`config.mk`:
```
export PLATFORM = sky130hd
export DESIGN_NAME = iob_ahb_manager
export DESIGN_NICKNAME = d
export VERILOG_FILES = /design/src/rtl/iob_ahb_manager.sv
export SDC_FILE = /design/constraint.sdc
export NUM_CORES = 1
export LEC_CHECK = 0
export BUFFER_PORTS_ARGS = -buffer_cell sky130_fd_sc_hd__buf_2
export CELL_PAD_IN_SITES_DETAIL_PLACEMENT = 0
export CELL_PAD_IN_SITES_GLOBAL_PLACEMENT = 2
export CORE_UTILIZATION = 24
export DETAILED_ROUTE_END_ITERATION = 8
export GPL_TIMING_DRIVEN = 0
export PLACE_DENSITY = 0.72
export RECOVER_POWER = 50
export SYNTH_ARGS = -nofsm -noshare
export SYNTH_HDL_FRONTEND = slang
export SYNTH_SLANG_ARGS = --single-unit
```
`constraint.sdc`:
```
create_clock -name HCLK -period 1.85 [get_ports HCLK]
set_input_delay 0.37 -clock HCLK [delete_from_list [all_inputs] [get_ports HCLK]]
set_output_delay 0.37 -clock HCLK [all_outputs]
set_load 0.02 [all_outputs]
```
`src/rtl/iob_ahb_manager.sv`:
```
// Purpose: converts the IOb valid/ready request interface into single AHB-Lite transfers.
//   The next address phase overlaps the current data phase.
// Latency: accept at edge N, address phase N+1, data phase N+2, rvalid/err pulse in cycle N+3.
// Backpressure: iob_ready drops while the A-stage is occupied and HREADY is low,
//   and during a two-cycle ERROR response.
// Ports:
//   HCLK, HRESET (sync, active-high)
//   iob_valid_i/iob_addr_i/iob_wdata_i/iob_wstrb_i/iob_ready_o  request side
//   iob_rvalid_o/iob_rdata_o/iob_err_o                           response side (one-cycle pulses)
//   HADDR/HTRANS/HWRITE/HSIZE/HBURST/HPROT/HMASTLOCK/HWDATA      AHB manager outputs (registered)
//   HRDATA/HREADY/HRESP                                          AHB subordinate response
module iob_ahb_manager #(
  parameter int ADDR_W = 32,
  parameter int DATA_W = 32
) (
  input  logic              HCLK,
  input  logic              HRESET,
  input  logic              iob_valid_i,
  input  logic [ADDR_W-1:0] iob_addr_i,
  input  logic [DATA_W-1:0] iob_wdata_i,
  input  logic [3:0]        iob_wstrb_i,
  output logic              iob_ready_o,
  output logic              iob_rvalid_o,
  output logic [DATA_W-1:0] iob_rdata_o,
  output logic              iob_err_o,
  output logic [ADDR_W-1:0] HADDR,
  output logic [1:0]        HTRANS,
  output logic              HWRITE,
  output logic [2:0]        HSIZE,
  output logic [2:0]        HBURST,
  output logic [3:0]        HPROT,
  output logic              HMASTLOCK,
  output logic [DATA_W-1:0] HWDATA,
  input  logic [DATA_W-1:0] HRDATA,
  input  logic              HREADY,
  input  logic              HRESP
);

  localparam logic [1:0] TRANS_IDLE   = 2'b00;
  localparam logic [1:0] TRANS_NONSEQ = 2'b10;

  // A-stage: the request currently on HADDR/HTRANS (HADDR/HWRITE/HSIZE hold its control)
  logic              a_valid;
  logic              a_illegal;
  logic [DATA_W-1:0] a_wdata;
  // D-stage: the transfer in its data phase
  logic              d_valid;
  logic              d_write;
  logic              d_illegal;
  // Set between the two cycles of an ERROR response; blocks acceptance and idles the bus
  logic              err_hold;

  logic              accept;
  logic [2:0]        dec_size;
  logic [1:0]        dec_lo;
  logic              dec_illegal;

  assign HBURST    = 3'b000;
  assign HPROT     = 4'b0011;
  assign HMASTLOCK = 1'b0;

  assign iob_ready_o = (~a_valid | HREADY) & ~err_hold;
  assign accept      = iob_valid_i & iob_ready_o;

  // Strobe pattern picks size and the low address bits; the IOb address low bits
  // are ignored except for illegal patterns, which keep the raw address for debug
  // (the bus never sees it since those entries drive IDLE).
  always_comb begin
    dec_size    = 3'b010;
    dec_lo      = 2'b00;
    dec_illegal = 1'b0;
    case (iob_wstrb_i)
      4'b0000, 4'b1111: begin
        dec_size = 3'b010;
        dec_lo   = 2'b00;
      end
      4'b0001: begin dec_size = 3'b000; dec_lo = 2'b00; end
      4'b0010: begin dec_size = 3'b000; dec_lo = 2'b01; end
      4'b0100: begin dec_size = 3'b000; dec_lo = 2'b10; end
      4'b1000: begin dec_size = 3'b000; dec_lo = 2'b11; end
      4'b0011: begin dec_size = 3'b001; dec_lo = 2'b00; end
      4'b1100: begin dec_size = 3'b001; dec_lo = 2'b10; end
      default: begin
        dec_illegal = 1'b1;
        dec_lo      = iob_addr_i[1:0];
      end
    endcase
  end

  always_ff @(posedge HCLK) begin
    if (HRESET) begin
      a_valid      <= 1'b0;
      a_illegal    <= 1'b0;
      a_wdata      <= '0;
      d_valid      <= 1'b0;
      d_write      <= 1'b0;
      d_illegal    <= 1'b0;
      err_hold     <= 1'b0;
      HADDR        <= '0;
      HTRANS       <= TRANS_IDLE;
      HWRITE       <= 1'b0;
      HSIZE        <= 3'b000;
      HWDATA       <= '0;
      iob_rvalid_o <= 1'b0;
      iob_err_o    <= 1'b0;
      iob_rdata_o  <= '0;
    end else begin
      iob_rvalid_o <= 1'b0;
      iob_err_o    <= 1'b0;

      if (err_hold) begin
        // Second ERROR cycle: retire the D-stage with an error, then reissue the held request
        if (HREADY) begin
          if (d_valid) begin
            iob_rvalid_o <= ~d_write;
            iob_err_o    <= 1'b1;
            if (!d_write) iob_rdata_o <= HRDATA;
          end
          d_valid  <= 1'b0;
          err_hold <= 1'b0;
          HTRANS   <= (a_valid & ~a_illegal) ? TRANS_NONSEQ : TRANS_IDLE;
        end
      end else if (HREADY) begin
        if (d_valid) begin
          iob_rvalid_o <= ~d_write;
          iob_err_o    <= d_illegal | HRESP;
          if (!d_write) iob_rdata_o <= HRDATA;
        end
        d_valid   <= a_valid;
        d_write   <= HWRITE;
        d_illegal <= a_illegal;
        if (a_valid && HWRITE && !a_illegal) HWDATA <= a_wdata;
        a_valid <= 1'b0;
        HTRANS  <= TRANS_IDLE;
      end

      // A new request may load while HREADY is low only if the A-stage was empty
      if (accept) begin
        a_valid   <= 1'b1;
        a_illegal <= dec_illegal;
        a_wdata   <= iob_wdata_i;
        HADDR     <= {iob_addr_i[ADDR_W-1:2], dec_lo};
        HWRITE    <= |iob_wstrb_i;
        HSIZE     <= dec_size;
        HTRANS    <= dec_illegal ? TRANS_IDLE : TRANS_NONSEQ;
      end

      // First ERROR cycle: idle the bus next cycle, keep the A-stage request
      if (!err_hold && !HREADY && d_valid && HRESP) begin
        err_hold <= 1'b1;
        HTRANS   <= TRANS_IDLE;
      end
    end
  end

endmodule
```
==> impl_metrics.toml <==
[run_status]
outcome = "completed"

[timing]
max_freq_mhz = 595
slew_viol_final = 0
rsz0062_at_grt = "no"
worstMarginPinSlew_ns = 0.598
fin_crit_sh = 0.909
final_hold_viol_count = 0
skew_ns = 0.00714
setup_viol = 0
finalCriticalPeriod_ns = 1.68
slew_headroom = 0.602

[grt]
grt_usage = 0.148
grt_pass1_vias = 4734
grt_max_degree = 17
grt_pass1_wl_um = 25000
grt-ovfl-total = 0
antenna_found_initial = 0

[placement]
place_hpwl_um = 11500
io_buffers = 204
gp_congestion = 0.690
placed_cells = 1121

[logic_synthesis]
ys_warn_count = 0
synth_area_leaders = "dfxtp_1 (55%), nand2_1 (19%), a21oi_1 (13%)"
syn-cell-area_sq_um = 5080
synthArstFlopShare = 0
synth_top_area_cell = "dfxtp_1"
netlist-cell-type-count = 36
netlist_instances = 639
synth_edf_count = 0
synth_seq_cells = 140
synthTopCellsByCount = "nand2_1 (259), dfxtp_1 (140), a21oi_1 (131), clkbuf_1 (27), buf_4 (15)"
syn_avg_cell_area_sq_um = 7.95
post-synth-top-count-cell = "nand2_1"
synth_seq_area_share = 0.552
synth_top_area_share = 0.552
ys.flop_type = "dfxtp_1"

[setup_path]
setup.worst_path.class = "flip-flop to flip-flop"
critical_path.max_stage_delay_ns = 0.41
required_ns = 2.19
cp_cell_sequence = "nand2b_4 > nor2_2 > clkbuf_1 > nand2_1 > a21oi_1"
critPathBufInv = 1
cp_data_arrival_time_ns = 2.02
cp_max_fo = 10
startpoint_type = "flip-flop"
critPathCaptureType = "flip-flop"
crit_family = "simple AND/OR/NAND/NOR gates"
cpMaxStageDelayCell = "clkbuf_1"

[job]
drv_cap = 0

[floorplanning]
start_util = 0.248
fp.dieW_um = 147
io_pins = 218
core_area_sq_um = 20500
die_h_um = 147
row_count = 52
die_area_sq_um = 21700

[power]
ir_worst_vdd_uv = 601
p_sw_mw = 1.92
seq_power_share = 0.427
comb_power_share = 0.089
power.total_mw = 7.48
clockPowerShare = 0.484
p_int_mw = 5.56
power_density_nw_per_um2 = 1070
swShare = 0.257
p_leak_nw = 2.68

[clock_tree]
cts.clk_slew.worst_paths_ns = 0.06
h-tree-depth = 4
numCtsBuffers = 17
clockBufferDepth = 2
cts_tree = "done"
cts_root_buffer = "clkbuf_16"
cts_sinks = 140
clock_latency_ns = 0.42

[routing]
drt-initial-drc-count = 129
wl_per_cell_um = 13.8
vias = 4818
route.detailed.drc = 0
firstDrtPassIters = 4
ant_nets = 0
vias_per_cell = 4.18
drt-total-wl_um = 15900

[cells_and_area]
final_core_util = 0.340
nFillCells = 2325
final_cells = 1153
drive_gt1_frac = 0.194
areaGrowthSynthToFinish_pct = 37.1
final_nets = 975
antenna_cells = 0

[worst_hold_path]
hp-class = "primary input to flip-flop"
[per-layer routing]
layer / vias to the layer above / routed length [um] / track usage
li1: 2518 / - / -
met1: 2155 / 7280 / 0.183
met2: 136 / 7310 / 0.237
met3: 9 / 1170 / 0.0568
met4: 0 / 132 / 0.0418
met5: - / 0 / 0
[cell type report]
| cell class | instances | area, sq um | share of cell area |
|---|---|---|---|
| Buffer | 57 | 295 | 0.0424 |
| Clock buffer | 18 | 439 | 0.0631 |
| Clock inverter | 14 | 183 | 0.0262 |
| Inverter | 1 | 3.75 | 0.000539 |
| Multi-Input combinational cell | 449 | 2010 | 0.288 |
| Sequential cell | 140 | 2800 | 0.403 |
| Tap cell | 270 | 338 | 0.0485 |
| Timing Repair Buffer | 204 | 893 | 0.128 |
[tightest hold or removal path: cells and delay by family]
family | cells | cell delay (ns)
AND/OR/NAND/NOR | 1 | 0.04
AO/OA/AOI/OAI | 1 | 0.05
buffers and inverters | 1 | 0.09
[state kept, by name, summed over array words and instances (netlist names), 2 cells and up]
signal,cells
HADDR,32
a_wdata,32
iob_rdata_o,32
HWDATA,32
HSIZE,2
[power by group through the flow]
stage	clock, mW	combinational [mW]	sequential, mW
after global placement	0	0.705	3.26
after global routing	3.85	0.748	3.21
after CTS	3.73	0.705	3.19
after floorplan	0	0.324	3.33
after detailed placement	0	0.702	3.26
final	3.62	0.669	3.19
[logic make-up after synthesis]
family,Yosys count,synth area share
DFF,140,0.552
AOI/OAI and AO/OA,143,0.148
other,2,0.00148
and+or+nand+nor,293,0.234
buffers and inverters,58,0.0589
xor gates and xnor gates,1,0.00173
muxes,2,0.00394
[placed cells by master (no fill, tap or decap), types with 4 or more instances in the layout]
cell,count
clkinv_4,4
inv_6,4
dfxtp_1,140
buf_4,15
nor3_1,8
clkbuf_16,17
conb_1,10
nor2_1,11
a21oi_1,131
buf_2,113
clkbuf_1,129
nand2_1,259
[final timing paths]
| path | to | from | slack [ns] | cells past startpoint |
|---|---|---|---|---|
| max reg2reg | a_wdata[31] | err_hold | 0.17 | 5 |
| min | iob_rdata_o[9] | HRDATA[9] | 0.19 | 3 |
| max | a_wdata[31] | err_hold | 0.17 | 5 |
| min reg2reg | HWDATA[24] | a_wdata[24] | 0.45 | 2 |
[through the flow]
stage / area, sq um / hold slack (ns) / worst slack, ns / setup TNS (ns)
after floorplan: 5110 / 0.432 / 0.345 / 0
after detailed placement: 6470 / 0.444 / -0.207 / -9.53
after global placement: 6470 / 0.440 / -0.145 / -4.38
after global routing: 6960 / 0.170 / 0.00223 / 0
final: 6960 / 0.187 / 0.168 / 0
after CTS: 7090 / 0.163 / 0.0959 / 0
[what timing repair did]
item                       4_1_cts  5_1_grt
setup buffers                    0        0
gates resized for setup          0        6
setup endpoints to repair        0       10
hold buffers                     0        0
Power figures use the tool's default switching activity.
